**src/rtl/branch_predictor.sv**
```systemverilog
// Fetch-side direct-mapped BTB with 2-bit saturating direction counters.
// Optional counters for updates/mispredicts when BRANCH_PREDICTOR_STATS_EN is defined.
module branch_predictor #(
  parameter int         INDEX_BITS     = 4,
  parameter logic [1:0] CTR_INIT_ALLOC = 2'b10
) (
  input  logic        clk,
  input  logic        reset,
  input  logic [15:0] fetch_pc,
  output logic [15:0] predict_addr,
  output logic        predict_taken,
  input  logic        update_valid,
  input  logic [15:0] update_pc,
  input  logic        update_taken,
`ifdef BRANCH_PREDICTOR_STATS_EN
  input  logic [15:0] update_target,
  output logic [15:0] stat_updates,
  output logic [15:0] stat_mispredicts
`else
  input  logic [15:0] update_target
`endif
);

  localparam int ENTRIES = 1 << INDEX_BITS;
  localparam int TAG_W   = 15 - INDEX_BITS;

  logic             valid_mem  [ENTRIES];
  logic [TAG_W-1:0] tag_mem    [ENTRIES];
  logic [15:0]      target_mem [ENTRIES];
  logic [1:0]       ctr_mem    [ENTRIES];

  logic [INDEX_BITS-1:0] fetch_idx, upd_idx;
  logic [TAG_W-1:0]      fetch_tag, upd_tag;
  logic                  fetch_hit, upd_hit;
  logic [1:0]            upd_ctr;
  logic                  unused_bits;

  // Bit 0 of a word-aligned PC carries no information.
  assign unused_bits = update_pc[0];

  assign fetch_idx = fetch_pc[INDEX_BITS:1];
  assign fetch_tag = fetch_pc[15:INDEX_BITS+1];
  assign upd_idx   = update_pc[INDEX_BITS:1];
  assign upd_tag   = update_pc[15:INDEX_BITS+1];

  assign fetch_hit     = valid_mem[fetch_idx] && (tag_mem[fetch_idx] == fetch_tag);
  assign predict_taken = fetch_hit && ctr_mem[fetch_idx][1];
  assign predict_addr  = predict_taken ? target_mem[fetch_idx] : fetch_pc + 16'd2;

  assign upd_hit = valid_mem[upd_idx] && (tag_mem[upd_idx] == upd_tag);
  assign upd_ctr = ctr_mem[upd_idx];

  // Lookup reads the array combinationally, so a same-cycle update is seen next cycle.
  always_ff @(posedge clk or posedge reset) begin
    if (reset) begin
      for (int i = 0; i < ENTRIES; i++) begin
        valid_mem[i]  <= 1'b0;
        tag_mem[i]    <= '0;
        target_mem[i] <= '0;
        ctr_mem[i]    <= 2'b01;
      end
    end else if (update_valid) begin
      if (upd_hit) begin
        if (update_taken) begin
          if (upd_ctr != 2'b11) ctr_mem[upd_idx] <= upd_ctr + 2'd1;
          target_mem[upd_idx] <= update_target;
        end else if (upd_ctr != 2'b00) begin
          ctr_mem[upd_idx] <= upd_ctr - 2'd1;
        end
      end else if (update_taken) begin
        valid_mem[upd_idx]  <= 1'b1;
        tag_mem[upd_idx]    <= upd_tag;
        target_mem[upd_idx] <= update_target;
        ctr_mem[upd_idx]    <= CTR_INIT_ALLOC;
      end
    end
  end

`ifdef BRANCH_PREDICTOR_STATS_EN
  logic upd_pred_taken, mispredict;

  assign upd_pred_taken = upd_hit && upd_ctr[1];
  assign mispredict = (upd_pred_taken != update_taken) ||
                      (upd_pred_taken && update_taken && (target_mem[upd_idx] != update_target));

  always_ff @(posedge clk or posedge reset) begin
    if (reset) begin
      stat_updates     <= '0;
      stat_mispredicts <= '0;
    end else if (update_valid) begin
      stat_updates <= stat_updates + 16'd1;
      if (mispredict) stat_mispredicts <= stat_mispredicts + 16'd1;
    end
  end
`endif

endmodule

```
**config.mk**
```make
export PLATFORM = sky130hd
export DESIGN_NAME = branch_predictor
export DESIGN_NICKNAME = d
export VERILOG_FILES = /design/src/rtl/branch_predictor.sv
export SDC_FILE = /design/constraint.sdc
export NUM_CORES = 1
export LEC_CHECK = 0
export BUFFER_PORTS_ARGS = -buffer_cell sky130_fd_sc_hd__clkbuf_2
export CAP_MARGIN = 0
export CORE_UTILIZATION = 65
export CTS_CLUSTER_SIZE = 24
export DETAILED_ROUTE_END_ITERATION = 10
export PLACE_DENSITY = 0.88
export SLEW_MARGIN = 20
export SYNTH_ARGS = -nofsm -noshare
export SYNTH_HDL_FRONTEND = slang
export SYNTH_SLANG_ARGS = --single-unit
export TNS_END_PERCENT = 10
```
**constraint.sdc**
```tcl
create_clock -name clk -period 26.9 [get_ports clk]
set_input_delay 5.38 -clock clk [delete_from_list [all_inputs] [get_ports clk]]
set_output_delay 5.38 -clock clk [all_outputs]
set_load 0.02 [all_outputs]
```
---- Word level (Yosys, flattened, before mapping) ----
Index checks and enable logic that the tools add are counted.
word-level totals
  bits in registers ....................... 480
  latch bits .............................. 0
  bits in writable memories ............... 0
  ROM bits ................................ 0
  input bits .............................. 52
  logic and storage cells ................. 130
  memories ................................ 0
operators by class
  add/subtract/negate cells ............... 3
  multiply operators ...................... 0
  divide/modulo/power cells ............... 0
  $lt $le $gt $ge ......................... 3
  equality and inequality tests ........... 4
  shift-type cells ........................ 0
  mux-type cells .......................... 39
  bitwise gates (word level) .............. 7
  reductions and logical operators ........ 10
operators by type and width
  cell                   count
  $bwmux 256             1
  $bwmux 176             1
  $mux 32                5
  $bmux 11 s4            2
  $bmux 16 s4            1
  $bwmux 32              2
  $demux 16 s4           1
  $mux 16                4
  $mux 11                5
  $demux 11 s4           1
  $or 16x16->16          2
  $eq 11x11->1           2
  $add 16x2->16 const B  1
  $and 16x16->16         1
  $bmux 2 s4             2
  $not 16->16            1
  $ge 5x5->1 const B     2
  $mux 2                 5
  $not 4->5              2
  $bmux 1 s4             2
  $demux 2 s4            1
  $reduce_bool 2->1      3
  $lt 5x1->1 const B     1
  $mux 1                 5
  other kinds (10)       13

---- Logic depth before layout (Yosys ltp) ----
  word-level depth ........................ 9
  mapped depth ............................ 16

---- Worst setup path after synthesis ----
OpenSTA, ideal clock, no wires.
  path kind ............................... input to output
  start point ............................. in fetch_pc[1]
  end point ............................... out predict_addr[12]
  arrival ................................. 8137 ps
  required time ........................... 21520 ps
  setup slack ............................. 13383 ps
  stages on the path ...................... 10
  path buffers ............................ 4
  cell sequence ........................... buf_2 buf_2 mux4_2 mux4_2 xnor2_1 nand4_1 or3b_1 buf_2 buf_2 mux2_1
on the way
  longest elaborated chain between the ends .. 8
ends and longest elaborated chain
  item                                         line        source
  start, declared                              9           input logic [15:0] fetch_pc,
  $not 4->5 (not written as such)              46, 47, 48
  $bmux 11 s4                                  46          assign fetch_hit = valid_mem[fetch_idx] && (tag_mem[fetch_idx] == fetch_tag);
  $mux 11 (not written as such) (2 in series)  46
  $eq 11x11->1                                 46
  $logic_and 1x1->1                            46
  $logic_and 1x1->1                            47          assign predict_taken = fetch_hit && ctr_mem[fetch_idx][1];
  $mux 16 *                                    48          assign predict_addr = predict_taken ? target_mem[fetch_idx] : fetch_pc + 16'd2;
  end, declared                                10          output logic [15:0] predict_addr,
Mark *: on every way between the ends. The rest lies on a longest branch, timed or not. The select of a mux whose other input is x is not followed.

---- Worst setup path after layout ----
  start point ............................. in fetch_pc[2]
  end point ............................... out predict_addr[14]
The elaborated chain is that of the path after synthesis.

==> impl_metrics.tcl <==
set metrics [dict create \
    crit_required_ns 21.52 \
    ir_drop_uv 63.2 \
    ys_ff_latch 480 \
    drt_iter0_drc 1793 \
    fillers 2163 \
    power.leakage_uw 0.0117 \
    avgRoutedWirePerCell_um 28.5 \
    yosys.area.top_type "dfrtp_1" \
    status "completed" \
    post-route-period-util_pct 56.2 \
    rows 70 \
    min_from "target_mem[204]" \
    critPathSlowestCell "or3b_1" \
    grt_pass1_vias 16700 \
    stdcell_count 2225 \
    final_hold_viol_count 0 \
    slew_violations 0 \
    synth_edf_count 0 \
    multiInputGateArea_um2 11700 \
    place_congestion 0.907 \
    ant_nets 0 \
    async_flop_share_pct 100 \
    crit_path_end_kind "primary output" \
    netlist_instances 1709 \
    crit_path_max_incr_delay_ns 0.80 \
    critical_path.cell_chain "buf_6 > buf_4 > mux4_2 > mux4_2 > xnor2_1 > nand4_1 > or3b_1 > mux2_1 > clkbuf_2" \
    start_kind "input pin" \
    drc_errors 0 \
    start_util_pct 66.3 \
    hold_class "register to register" \
    io_buffers 67 \
    cts_tree "yes" \
    dieArea_um2 38200 \
    critPathKind "input pin to primary output" \
    hpwl_mm 36.4 \
    cp-startpoint "fetch_pc[2]" \
    clockBufferDepth 3 \
    wl_mm 63.5 \
    syn_avg_cell_area_um2 14.2 \
    dr.pass1.iters 7 \
    fp.dieH_um 196 \
    die_w_um 196 \
    worstSkewPairLatency_ns 0.60 \
    p_per_area_nw_per_um2 75.7 \
    cp_data_arrival_time_ns 9.75 \
    ys.flop_type "dfrtp_1" \
    io_pins 69 \
    antenna_found_initial 1 \
    grt.overflow.total 0 \
    grt_pass1_wl_mm 98.6 \
    syn_area_um2 24300 \
    slew_headroom_pct 19.8 \
    dp_cells 2134 \
    finalNetCount 1773 \
    synthToLayoutAreaGrowth_pct 9.06 \
    timing.rr.start "tag_mem[10]" \
    htreeDepth 2 \
    hold_buffers 0 \
    synth_warnings 0 \
    ctsResizeCount 0 \
    synth_top_area_share_pct 47.7 \
    core_area_um2 36700 \
    crit_family "multiplexers" \
    numCtsBuffers 49 \
    clkTransAtPathRegs_ns 0.06 \
    postCtsSetupBuffers 0 \
    max_freq_ghz 0.0661 \
    synth-seq-area-share_pct 49.4 \
    finalCriticalPeriod_ns 15.13 \
    synth_nets 1764 \
    finalClockSkew_ns 0.0251 \
    rsz0062_at_grt "false" \
    vias 15900 \
    cts_sinks 480 \
    drv_cap 0 \
    viasPerCell 7.13 \
    drive_gt1_share_pct 45.8 \
    ys_top_cells_by_area "dfrtp_1, mux2_2, mux4_2" \
    path_common_cell "mux4_2" \
    path_max_fanout 80 \
    worstMarginPinSlew_ns 1.20 \
    antenna_cells 0 \
    cts-root-buf "clkbuf_16" \
    critPathBufInv 3 \
    grt_max_degree 190 \
    tns_ns 0 \
    yosysUniqueCellTypes 53 \
    finalSetupViolCount 0 \
    seqCellArea_um2 12000 \
    grt_usage_pct 34.5 \
]
[metrics by stage]
stage               instance area, um2  utilization, %  setup slack (ns)  hold WS, ns  total power [uW]
global placement                 24900            67.9             11.52        0.457              1290
CTS                              26500            72.3             11.44        0.487              2010
detailed placement               24900            67.9             11.50        0.465              1320
finish                           26500            72.3             11.77        0.486              2010
global route                     26500            72.3             11.59        0.508              2080
floorplan                        24300               -              8.15        0.441              1220
[final timing paths]
kind	slack [ns]	depth (start not counted)	to
min in group asynchronous	4.90	2	target_mem[29]
max in group asynchronous	19.61	4	tag_mem[68]
worst min register to register	0.49	2	target_mem[204]
worst max-delay path	11.77	9	predict_addr[14]
worst min-delay path	0.49	2	target_mem[204]
worst max register to register	22.48	8	tag_mem[71]
[cells in the final DEF (no fill, tap or decap), types with 11 or more instances in the layout]
master and instances:
clkbuf_1 17, clkbuf_2 62, nand2b_1 20, nor2_1 20
inv_1 14, mux2_1 25, dfrtp_1 464, nand2_1 135
buf_4 27, clkbuf_16 51, mux2i_1 42, xor2_1 11
o21ai_0 33, mux2_2 423, a21oi_1 13, nor4_1 16
mux4_2 174, nor2_2 11, xnor2_1 20, nand3_1 30
dfstp_2 16
[Yosys cell counts (all sizes together) (6+ instances only)]
master  instances
dfrtp         464
mux2          448
mux4          174
nand2         135
buf            72
clkbuf         66
mux2i          42
o21ai          37
nor2           31
nand3          30
nand2b         20
xnor2          20
dfstp          16
nor4           16
inv            15
a21oi          13
xor2           11
nor2b          10
or3             9
a31oi           7
nor3            7
a22oi           6
nand4           6
or2             6
[tightest hold or removal path: stages, from the launching register on]
cell and delay [ns]:
dfrtp_1 0.35, nand2_1 0.05, nand2_1 0.06
[layer usage]
layer	vias to the layer above	GRT usage [%]	wire, um
met3	256	8.76	6160
met1	8254	45.0	23600
met4	2	17.1	2960
met2	966	54.6	30800
met5	-	0.255	10
li1	6389	-	-
[registers in the layout, indices dropped and copies added, names as in the netlist]
register and flops:
valid_mem 16, tag_mem 176, ctr_mem 32, target_mem 256
[power by group]
part | internal, uW | total [uW] | switching [uW]
clock | 395 | 683 | 288
combinational | 219 | 375 | 157
sequential | 860 | 952 | 92.0
total | 1470 | 2010 | 536
[area by class of cell]
cell class              count  area share (%)
flip-flops and latches    480            45.3
multi-input cells        1076            43.9
clock buffers              78            5.57
repair buffers             96            2.25
well taps                 468            2.21
clock inverters            12           0.462
inverters                  15           0.259
[kinds of logic after synthesis]
group	after synthesis	synth area share (%)
adders and majority gates	3	0.154
and+or+nand+nor	286	5.55
DFF	480	49.4
xor gates and xnor gates	31	1.12
buffers and inverters	153	2.84
AOI/OAI and AO/OA	92	2.38
muxes	664	38.5
(Power assumes the default switching activity.)
